### src/rtl/sfr_uart_tx_pkg.sv
// Shared SFR addresses, SCON bit positions and transmitter state encoding.
package sfr_uart_tx_pkg;

  localparam logic [7:0] SFR_SCON = 8'h98;
  localparam logic [7:0] SFR_SBUF = 8'h99;

  localparam int unsigned SCON_TI = 1;
  localparam int unsigned SCON_RI = 0;

  typedef enum logic [1:0] {
    StIdle  = 2'd0,
    StStart = 2'd1,
    StData  = 2'd2,
    StStop  = 2'd3
  } tx_state_e;

endpackage

### src/rtl/uart_baud_gen.sv
// Bit-period counter: bit_tick pulses on the last clock of each serial bit.
module uart_baud_gen #(
  parameter int unsigned CLKS_PER_BIT = 16
) (
  input  logic clock,
  input  logic reset,
  input  logic clear,
  input  logic enable,
  output logic bit_tick
);

  localparam int unsigned CntW = $clog2(CLKS_PER_BIT);
  localparam logic [CntW-1:0] CntMax = CntW'(CLKS_PER_BIT - 1);

  logic [CntW-1:0] cnt_q;

  assign bit_tick = enable && (cnt_q == CntMax);

  // Count clocks within the current bit; wrap at the end of each bit.
  always_ff @(posedge clock) begin
    if (reset || clear) begin
      cnt_q <= '0;
    end else if (enable) begin
      cnt_q <= bit_tick ? '0 : cnt_q + 1'b1;
    end
  end

endmodule

### src/rtl/sfr_uart_tx.sv
// 8051 serial port transmitter (mode-1 framing) with SCON/SBUF SFR access.
module sfr_uart_tx #(
  parameter int unsigned CLKS_PER_BIT = 16
) (
  input  logic       clock,
  input  logic       reset,
  input  logic [7:0] data_in,
  input  logic [7:0] addr,
  input  logic       wr_en,
  input  logic       wr_bit_en,
  input  logic       bit_in,
  output logic [7:0] rd_data,
  output logic       txd,
  output logic       busy,
  output logic       int_req
);

  import sfr_uart_tx_pkg::*;

  tx_state_e  state_q, state_d;
  logic [7:0] shift_q, shift_d;
  logic [7:0] sbuf_q, sbuf_d;
  logic [7:0] scon_q, scon_d;
  logic [2:0] bit_cnt_q, bit_cnt_d;
  logic       set_ti;
  logic       bit_tick;
  logic       wr_sbuf, wr_scon, wr_scon_b;

  assign wr_sbuf   = wr_en && !wr_bit_en && (addr == SFR_SBUF);
  assign wr_scon   = wr_en && !wr_bit_en && (addr == SFR_SCON);
  assign wr_scon_b = wr_en && wr_bit_en && (addr[7:3] == SFR_SCON[7:3]);

  uart_baud_gen #(
    .CLKS_PER_BIT(CLKS_PER_BIT)
  ) u_baud_gen (
    .clock   (clock),
    .reset   (reset),
    .clear   (state_q == StIdle),
    .enable  (state_q != StIdle),
    .bit_tick(bit_tick)
  );

  // Frame sequencing: SBUF loads are only accepted from idle.
  always_comb begin
    state_d   = state_q;
    shift_d   = shift_q;
    sbuf_d    = sbuf_q;
    bit_cnt_d = bit_cnt_q;
    set_ti    = 1'b0;
    unique case (state_q)
      StIdle: begin
        if (wr_sbuf) begin
          shift_d = data_in;
          sbuf_d  = data_in;
          state_d = StStart;
        end
      end
      StStart: begin
        if (bit_tick) begin
          bit_cnt_d = 3'd0;
          state_d   = StData;
        end
      end
      StData: begin
        if (bit_tick) begin
          shift_d = {1'b0, shift_q[7:1]};
          if (bit_cnt_q == 3'd7) begin
            state_d = StStop;
            set_ti  = 1'b1;
          end else begin
            bit_cnt_d = bit_cnt_q + 3'd1;
          end
        end
      end
      StStop: begin
        if (bit_tick) begin
          state_d = StIdle;
        end
      end
      default: state_d = StIdle;
    endcase
  end

  // SCON update; the hardware TI set is applied last so it beats a software clear.
  always_comb begin
    scon_d = scon_q;
    if (wr_scon) begin
      scon_d = data_in;
    end
    if (wr_scon_b) begin
      scon_d[addr[2:0]] = bit_in;
    end
    if (set_ti) begin
      scon_d[SCON_TI] = 1'b1;
    end
  end

  // State and SFR registers.
  always_ff @(posedge clock) begin
    if (reset) begin
      state_q   <= StIdle;
      shift_q   <= 8'h00;
      sbuf_q    <= 8'h00;
      scon_q    <= 8'h00;
      bit_cnt_q <= 3'd0;
    end else begin
      state_q   <= state_d;
      shift_q   <= shift_d;
      sbuf_q    <= sbuf_d;
      scon_q    <= scon_d;
      bit_cnt_q <= bit_cnt_d;
    end
  end

  // Serial line and status outputs decoded from registered state.
  always_comb begin
    txd = 1'b1;
    unique case (state_q)
      StStart: txd = 1'b0;
      StData:  txd = shift_q[0];
      default: txd = 1'b1;
    endcase
  end

  assign busy    = (state_q != StIdle);
  assign int_req = scon_q[SCON_TI] | scon_q[SCON_RI];

  // SFR read mux contribution; zero for addresses outside this block.
  always_comb begin
    rd_data = 8'h00;
    if (addr == SFR_SCON) begin
      rd_data = scon_q;
    end else if (addr == SFR_SBUF) begin
      rd_data = sbuf_q;
    end
  end

endmodule

### config.mk
export PLATFORM = sky130hd
export DESIGN_NAME = sfr_uart_tx
export DESIGN_NICKNAME = d
export VERILOG_FILES = /design/src/rtl/sfr_uart_tx_pkg.sv /design/src/rtl/uart_baud_gen.sv /design/src/rtl/sfr_uart_tx.sv
export SDC_FILE = /design/constraint.sdc
export NUM_CORES = 1
export LEC_CHECK = 0
export CORE_AREA = 2 2 83 85
export CTS_CLUSTER_DIAMETER = 200
export DETAILED_ROUTE_END_ITERATION = 8
export DIE_AREA = 0 0 85 87
export PLACE_DENSITY_LB_ADDON = 0.2
export SYNTH_ARGS = -nofsm -noshare
export SYNTH_HDL_FRONTEND = slang
export SYNTH_HIERARCHICAL = 1
export SYNTH_SLANG_ARGS = --single-unit
### constraint.sdc
create_clock -name clock -period 2.8 [get_ports clock]
set_clock_uncertainty 0.15 [all_clocks]
set_input_delay 0.56 -clock clock [delete_from_list [all_inputs] [get_ports clock]]
set_output_delay 0.56 -clock clock [all_outputs]
set_load 0.02 [all_outputs]
==> impl_metrics.env, run 1 <==
export IMPL_status="completed"
export IMPL_cts_tree="built"
export IMPL_layout_commonest_cell="dfxtp_1"
export IMPL_area_growth_pct=31.2
export IMPL_pwr_share_seq_pct=43.2
export IMPL_setup_tns_ps=0
export IMPL_io_buffer_count=31
export IMPL_cts_root_buf="clkbuf_8"
export IMPL_yosys_area_share_simple_pct=19.3
export IMPL_io_pins=32
export IMPL_p_int_mw=0.847
export IMPL_finalNetCount=276
export IMPL_arrival_ps=1950
export IMPL_placed_cell_area_um2=2420
export IMPL_fmax_mhz=377
export IMPL_critPathMaxFanout=6
export IMPL_cts_hold_buf=0
export IMPL_synthesis_area_um2=1910
export IMPL_synth_edff_count=0
export IMPL_hold_violations=0
export IMPL_synth_nets=233
export IMPL_synth_compound_area_share_pct=18.3
export IMPL_setup_viol=0
export IMPL_avgSynthCellArea_um2=9.37
export IMPL_slew_headroom_pct=49.9
export IMPL_grtUsageTotal_pct=13.7
export IMPL_yosys_warnings=6
export IMPL_final_cell_mix="dfxtp_1 (33), mux2i_1 (32), clkdlybuf4s50_1 (23)"
export IMPL_cp_required_ps=2090
export IMPL_path_buf_inv=3
export IMPL_die_area_um2=7400
export IMPL_vias=1656
export IMPL_ant_nets=0
export IMPL_worstPathCellList="clkdlybuf4s50_1 > nor4b_2 > nand2_1 > buf_4 > nor2_1 > clkbuf_2"
export IMPL_synth_adder_area_share_pct=5.24
export IMPL_cts_setup_buffers=0
export IMPL_cts_inserted_buffers=5
export IMPL_antenna_cells=0
export IMPL_seq_area_frac_synth_pct=34.6
export IMPL_coreArea_um2=6570
export IMPL_drtPass1Iterations=4
export IMPL_drtIter0Drc=70
export IMPL_synth_top_family_by_area="simple AND/OR/NAND/NOR gates"
export IMPL_die_w_um=85
export IMPL_die_h_um=87
export IMPL_drive_gt1_share_pct=17.7
export IMPL_critPathCaptureType="output pin"
export IMPL_numClockSinks=33
export IMPL_ys_ff_latch=33
export IMPL_fin_util_pct=38.2
export IMPL_grt_max_degree=19
export IMPL_ir_worst_vdd_v=0.000224
export IMPL_grt_antenna_before_repair=0
export IMPL_synthCells=204
export IMPL_initial_utilization_pct=29.1
export IMPL_ys_async_sr_fraction_pct=0
export IMPL_finalInstanceArea_um2=2510
export IMPL_swShare_pct=24.5
export IMPL_grt_overflow=0
export IMPL_p_leak_nw=0.951
export IMPL_combPwrFrac_pct=14.1
export IMPL_crit_path_top_delay_cell="clkdlybuf4s50_1"
export IMPL_fin_crit_sh_pct=94.8
export IMPL_powerDensity_nw_per_um2=447
export IMPL_finalWirelength_mm=4.79
export IMPL_post_dp_hpwl_mm=3.46
export IMPL_routedWlPerCell_um=14.6
export IMPL_tightest_slew_ps=749
export IMPL_critPathTopFamily="buffers and inverters"
export IMPL_drv_cap=0
export IMPL_rows=30
export IMPL_pwr_share_clk_pct=42.7
export IMPL_synthMuxAreaShare_pct=17.4
export IMPL_grt_pass1_vias=1551
export IMPL_ys_flop_type="dfxtp_1"
export IMPL_rsz0062_at_grt="no"
export IMPL_yosys_area_share_xor_xnor_pct=0.458
export IMPL_route_detailed_drc=0
export IMPL_fin_crit_ps=2660
export IMPL_clkLatencyLatePin_ps=290
export IMPL_maxSlewViolCount=0
export IMPL_cts_reportedPaths_clkPinSlew_ps=80
export IMPL_clock_path_buffers=2
export IMPL_cp_slowest_stage_delay_ps=440
export IMPL_ys_types=48
export IMPL_gp_congestion=0.776
export IMPL_power_switching_mw=0.274
export IMPL_cts_max_level=2
export IMPL_grt_first_pass_wirelength_mm=7.95
export IMPL_critPathLaunchType="primary input"
export IMPL_min_path_type="reg -> reg"
export IMPL_routed_via_density=5.05
export IMPL_fill_cells=692
export IMPL_worstSetupPathType="in -> out"
export IMPL_fin_hold_ws_ps=350
## what timing repair did
| item | CTS | global route |
|---|---|---|
| cloned | 0 | 0 |
| endpoints found under the hold margin | 0 | 0 |
| gates resized for setup | 13 | 12 |
| setup endpoints to repair | 8 | 8 |
## state kept, by name, summed over array words and instances, names as in the netlist
name,flops
bit_cnt_q,3
sbuf_q,8
scon_q,8
shift_q,8
state_q,2
u_baud_gen/cnt_q,4
## worst paths after layout
| check | slack [ps] | to | cells past startpoint | startpoint |
|---|---|---|---|---|
| worst max-delay path | 140 | rd_data[2] | 6 | addr[2] |
| worst min-delay path | 350 | sbuf_q[7] | 2 | sbuf_q[7] |
| worst max register to register | 560 | shift_q[5] | 9 | state_q[0] |
| worst min register to register | 350 | sbuf_q[7] | 2 | sbuf_q[7] |
## synthesized netlist by cell type (2+ instances only)
cell | n | share of area (%)
a22o_1 | 2 | 0.92
ha_1 | 8 | 5.2
nand4_1 | 4 | 1.3
a32o_1 | 2 | 1.0
a21oi_1 | 10 | 2.6
nand2_1 | 6 | 1.2
inv_1 | 6 | 1.2
and3b_1 | 2 | 0.92
o21ai_0 | 2 | 0.52
nor3_1 | 5 | 1.3
clkbuf_1 | 10 | 2.0
a221oi_1 | 6 | 2.8
nand3b_1 | 2 | 0.79
nor2b_1 | 3 | 0.98
nand4b_1 | 2 | 0.92
dfxtp_1 | 33 | 35
mux2i_1 | 32 | 17
a311oi_1 | 7 | 3.2
nor2_1 | 22 | 4.3
buf_6 | 2 | 1.2
nand3_1 | 7 | 1.8
a22oi_1 | 3 | 1.2
nor3b_1 | 3 | 1.2
## area by class of cell
cell class | count | area [µm²] | area share [%]
multi-input cells | 151 | 1160 | 46.5
flip-flops and latches | 33 | 661 | 26.4
repair buffers | 50 | 438 | 17.5
well taps | 80 | 100 | 3.99
clock buffers | 6 | 82.6 | 3.30
clock inverters | 2 | 37.5 | 1.50
inverters | 6 | 22.5 | 0.899
## power groups by stage
stage,clock network [mW],logic (mW),registers [mW]
after floorplan,0,0.0844,0.494
after global placement,0,0.157,0.495
after detailed placement,0,0.158,0.495
after CTS,0.490,0.159,0.484
after global routing,0.505,0.174,0.485
final,0.479,0.158,0.484
## per-layer routing
layer | GRT usage [%] | wire length [µm]
met4 | 5.19 | 69
met3 | 2.94 | 149
met5 | 0 | 0
met2 | 20.6 | 2100
met1 | 19.3 | 2470
## through the flow
stage	worst slack [ps]	total power, mW	cells
detailed placement	-381	0.653	320
floorplan	371	0.578	204
finish	145	1.12	328
CTS	0.529	1.13	328
global placement	-311	0.652	320
global route	45.6	1.16	328
## worst register-to-register path, stage by stage (launching register included)
cell and delay, ps:
dfxtp_1 390, inv_1 100, ha_1 210, inv_1 230
and4_2 350, nand2_1 70, o21ai_1 90, buf_4 230
a21oi_1 90, a311oi_1 260
## cell families after synthesis
family	Yosys count
compound gates	43
mux	33
flops	33
buf+inv	20
simple gates	66
xor+xnor	1
fa+ha+maj	8
Power figures use the tool's default switching activity.
==> run 2: changes to the inputs <==
Settings changed: CORE_AREA 2 2 83 85 to 2 2 64 66, DIE_AREA 0 0 85 87 to 0 0 66 68.
==> run 2 against run 1 <==
Against the previous run: via count grew 2.5%; die area is 39% lower; sequential power about the same; cell count shrank 8.8%; critical path type unchanged; sequential share of layout area grew 0.21 points; global-route usage grew 8.2 points; clock power shrank 3%; non-clock buffer count grew 1; fmax fell by 2.3%; setup slack worse by 62 ps; count of clock-buffer cells in the layout rose by 1; utilization rose by 26 points.
==> impl_metrics.env, run 2 (synthesis results as in run 1) <==
export IMPL_drv_cap=0
export IMPL_gp_congestion=0.794
export IMPL_fmax_mhz=368
export IMPL_min_path_type="reg -> reg"
export IMPL_ant_nets=0
export IMPL_drtPass1Iterations=4
export IMPL_p_leak_nw=0.961
export IMPL_fin_crit_ps=2720
export IMPL_fin_crit_sh_pct=97.1
export IMPL_rsz0062_at_grt="no"
export IMPL_critPathLaunchType="primary input"
export IMPL_fin_hold_ws_ps=348
export IMPL_drtIter0Drc=49
export IMPL_finalWirelength_mm=4.54
export IMPL_maxSlewViolCount=0
export IMPL_setup_tns_ps=0
export IMPL_area_growth_pct=30.1
export IMPL_tightest_slew_ps=477
export IMPL_largestRegisters="sbuf_q: 8 flops, scon_q: 8 flops, shift_q: 8 flops"
export IMPL_layout_commonest_cell="dfxtp_1"
export IMPL_finalNetCount=277
export IMPL_grt_first_pass_wirelength_mm=7.45
export IMPL_grt_pass1_vias=1594
export IMPL_coreArea_um2=3860
export IMPL_io_pins=32
export IMPL_critPathMaxFanout=2
export IMPL_cp_slowest_stage_delay_ps=460
export IMPL_final_cell_mix="dfxtp_1 (33), mux2i_1 (32), clkdlybuf4s50_1 (23)"
export IMPL_powerDensity_nw_per_um2=447
export IMPL_cts_max_level=2
export IMPL_io_buffer_count=31
export IMPL_hold_violations=0
export IMPL_drive_gt1_share_pct=17.3
export IMPL_dp_slack_ps=-350
export IMPL_clkLatencyLatePin_ps=290
export IMPL_fill_cells=362
export IMPL_grt_max_degree=19
export IMPL_grtUsageTotal_pct=22.0
export IMPL_antenna_cells=0
export IMPL_rows=23
export IMPL_cp_required_ps=2090
export IMPL_vias=1697
export IMPL_die_w_um=66
export IMPL_cts_hold_buf=0
export IMPL_clock_path_buffers=2
export IMPL_fin_ws_ps=82.5
export IMPL_slew_headroom_pct=68.1
export IMPL_post_dp_hpwl_mm=3.34
export IMPL_grt_antenna_before_repair=0
export IMPL_die_area_um2=4490
export IMPL_arrival_ps=2010
export IMPL_routed_via_density=5.68
export IMPL_setup_viol=0
export IMPL_worstPathCellList="clkdlybuf4s50_1 > nor4b_4 > nand2_1 > buf_4 > nor2_1 > clkdlybuf4s15_1"
export IMPL_finalPower_mw=1.11
export IMPL_cts_tree="built"
export IMPL_critPathCaptureType="output pin"
export IMPL_cts_inserted_buffers=5
export IMPL_ir_worst_vdd_v=0.000389
export IMPL_cts_root_buf="clkbuf_8"
export IMPL_fin_util_pct=64.5
export IMPL_status="completed"
export IMPL_route_detailed_drc=0
export IMPL_grt_overflow=0
export IMPL_initial_utilization_pct=49.5
export IMPL_cts_reportedPaths_clkPinSlew_ps=70
export IMPL_crit_path_top_delay_cell="clkdlybuf4s50_1"
export IMPL_numClockSinks=33
export IMPL_worstSetupPathType="in -> out"
export IMPL_routedWlPerCell_um=15.2
export IMPL_die_h_um=68
[run 2: changes by cell type in the layout (fill, tap and decap cells not counted), sizes merged]
cell,delta
clkinvlp,-1
clkdlybuf4s15,+1
buf,+1
[run 2: worst paths after layout]
| path | start | depth (start not counted) | slack (ps) | to |
|---|---|---|---|---|
| max | addr[2] | 6 | 80 | rd_data[0] |
| min | sbuf_q[3] | 2 | 350 | sbuf_q[3] |
| max reg2reg | state_q[0] | 9 | 530 | shift_q[6] |
| min reg2reg | sbuf_q[3] | 2 | 350 | sbuf_q[3] |
[run 2: per-stage QoR]
stage	cell area (µm²)	instances
6_report	2490	299
5_1_grt	2490	299
4_1_cts	2500	299
3_5_place_dp	2390	291
3_3_place_gp	2390	291
2_1_floorplan	1910	204
[run 2: power breakdown]
part / switching (mW) / total (mW) / leakage (nW) / internal [mW]
Clock: 0.176 / 0.466 / 0.0585 / 0.290
Combinational: 0.0792 / 0.160 / 0.637 / 0.0808
Sequential: 0.00590 / 0.485 / 0.266 / 0.479
Total: 0.261 / 1.11 / 0.961 / 0.850
[run 2: worst max-delay path: cells and delay by family]
family,cells,cell delay (ps)
buffers and inverters,3,920
AND/OR/NAND/NOR,3,530
[run 2: layout make-up]
cell class	count	area, µm²	share of cell area (%)
clock inverters	1	30.0	1.21
repair buffers	51	450	18.1
flip-flops and latches	33	661	26.6
well taps	50	62.6	2.52
inverters	6	22.5	0.906
clock buffers	7	86.3	3.47
multi-input cells	151	1170	47.2
[run 2: repair_timing]
action,CTS,global route
hold endpoints to repair,0,0
setup endpoints to repair,8,8
gates resized for setup,10,15
buffers inserted,0,0
[run 2: routing by layer]
| layer | global-route usage [%] | wire length [µm] | up-vias | part of all wire, % |
|---|---|---|---|---|
| met5 | 0 | 0 | - | 0 |
| met4 | 6.12 | 24 | 0 | 0.53 |
| met3 | 5.43 | 147 | 4 | 3.2 |
| met2 | 38.9 | 2240 | 29 | 49 |
| met1 | 26.6 | 2130 | 806 | 47 |
| li1 | - | - | 858 | - |
==> run 3: changes to the inputs <==
Settings changed: CORE_AREA 2 2 64 66 to 2 2 85 87, DIE_AREA 0 0 66 68 to 0 0 87 89.
==> run 3 against run 2 <==
Against the previous run: sequential cell count unchanged; clock power down 2%; worst hold slack improved by 6.9 ps; highest routed layer unchanged; cell count rose by 11%; utilization shrank 27 points; via count down 1.5%.
==> impl_metrics.env, run 3 (synthesis results as in run 1) <==
export IMPL_status="completed"
export IMPL_ant_nets=0
export IMPL_rows=30
export IMPL_drive_gt1_share_pct=18.3
export IMPL_crit_path_top_delay_cell="clkdlybuf4s50_1"
export IMPL_clkLatencyLatePin_ps=280
export IMPL_p_leak_nw=0.962
export IMPL_worstPathCellList="clkdlybuf4s50_1 > nor4b_2 > nand2_1 > buf_4 > nor2_1 > clkdlybuf4s15_1"
export IMPL_grtUsageTotal_pct=12.2
export IMPL_coreArea_um2=6720
export IMPL_slew_headroom_pct=60.2
export IMPL_cts_root_buf="clkbuf_8"
export IMPL_cts_reportedPaths_clkPinSlew_ps=70
export IMPL_maxSlewViolCount=0
export IMPL_arrival_ps=1990
export IMPL_worstHoldStart="sbuf_q[0]"
export IMPL_initial_utilization_pct=28.4
export IMPL_cts_hold_buf=0
export IMPL_die_w_um=87
export IMPL_fmax_mhz=371
export IMPL_worstSetupPathType="in -> out"
export IMPL_vias=1672
export IMPL_antenna_cells=0
export IMPL_routed_via_density=5.05
export IMPL_fin_hold_ws_ps=355
export IMPL_hold_depth=2
export IMPL_cts_setup_buffers=0
export IMPL_critPathLaunchType="primary input"
export IMPL_drv_cap=0
export IMPL_grt_pass1_vias=1589
export IMPL_critPathTopFamily="buffers and inverters"
export IMPL_finalWirelength_mm=4.61
export IMPL_die_h_um=89
export IMPL_finalNetCount=279
export IMPL_clock_path_buffers=2
export IMPL_critPathCaptureType="output pin"
export IMPL_ir_worst_vdd_v=0.000154
export IMPL_route_detailed_drc=0
export IMPL_multi_input_area_um2=1160
export IMPL_path_depth=6
export IMPL_layout_commonest_cell="dfxtp_1"
export IMPL_min_path_type="reg -> reg"
export IMPL_grt_overflow=0
export IMPL_fin_crit_ps=2700
export IMPL_finalPower_mw=1.10
export IMPL_path_buf_inv=3
export IMPL_reg2regPathDepth=9
export IMPL_setup_viol=0
export IMPL_drtIter0Drc=25
export IMPL_setup_tns_ps=0
export IMPL_post_dp_hpwl_mm=3.45
export IMPL_die_area_um2=7740
export IMPL_r2r_start="state_q[0]"
export IMPL_area_growth_pct=32.4
export IMPL_largestRegisters="sbuf_q: 8 flops, scon_q: 8 flops, shift_q: 8 flops"
export IMPL_grt_antenna_before_repair=0
export IMPL_cp_slowest_stage_delay_ps=430
export IMPL_ff2ff_setup_slack_ps=590
export IMPL_grt_max_degree=19
export IMPL_register_area_um2=661
export IMPL_cp_endpoint="rd_data[1]"
export IMPL_hold_violations=0
export IMPL_routedWlPerCell_um=13.9
export IMPL_io_buffer_count=31
export IMPL_cts_resized=9
export IMPL_grt_first_pass_wirelength_mm=7.52
export IMPL_drtPass1Iterations=4
export IMPL_fill_cells=683
export IMPL_critPathMaxFanout=2
export IMPL_cts_tree="built"
export IMPL_io_pins=32
export IMPL_final_cell_mix="dfxtp_1 (33), mux2i_1 (32), clkdlybuf4s50_1 (23)"
export IMPL_cts_inserted_buffers=5
export IMPL_powerDensity_nw_per_um2=434
export IMPL_fin_ws_ps=103
export IMPL_tightest_slew_ps=594
export IMPL_numClockSinks=33
export IMPL_dp_slack_ps=-369
export IMPL_rsz0062_at_grt="no"
export IMPL_fin_crit_sh_pct=96.3
export IMPL_cts_max_level=2
export IMPL_gp_congestion=0.762
export IMPL_r2r_end="shift_q[6]"
export IMPL_critPathLaunch="addr[2]"
export IMPL_cp_required_ps=2090
-- run 3: cell count changes in the layout (fill, tap and decap cells not counted), sizes merged --
cell      previous run  this run
buf                 20        22
clkbuf              14        12
clkinv               0         1
clkinvlp             0         1
-- run 3: worst min-delay path by stage --
stage,to,slack (ps)
final,sbuf_q[0],350
after global routing,sbuf_q[4],380
after CTS,sbuf_q[4],350
after detailed placement,sbuf_q[4],330
after global placement,shift_q[7],330
after floorplan,sbuf_q[0],310
-- run 3: final cells by class --
class	instances	share of cell area [%]
Clock inverter	3	1.83
Sequential cell	33	26.1
Multi-Input combinational cell	151	46.1
Timing Repair Buffer	53	18.4
Inverter	6	0.891
Clock buffer	5	2.72
Tap cell	80	3.96
-- run 3: worst min-delay path: stages, from the launching register on --
cell and delay, ps:
dfxtp_1 330, mux2i_1 70, nor2_1 70
-- run 3: where the power goes --
| part | leakage [nW] | switching [mW] | internal, mW |
|---|---|---|---|
| clock | 0.0543 | 0.190 | 0.266 |
| sequential | 0.266 | 0.00556 | 0.479 |
| combinational | 0.642 | 0.0774 | 0.0802 |
| total | 0.962 | 0.273 | 0.825 |
-- run 3: routing by layer --
metal / track usage [%] / wire length, µm
met4: 3.41 / 34
met1: 16.5 / 2340
met2: 19.8 / 2120
met3: 2.59 / 122
met5: 0 / 0
-- run 3: through the flow --
stage,util (%),cells,instance area (µm²)
6_report,37.6,331,2530
5_1_grt,37.6,331,2530
4_1_cts,38.0,331,2550
3_5_place_dp,36.4,323,2440
3_3_place_gp,36.4,323,2440
2_1_floorplan,-,204,1910
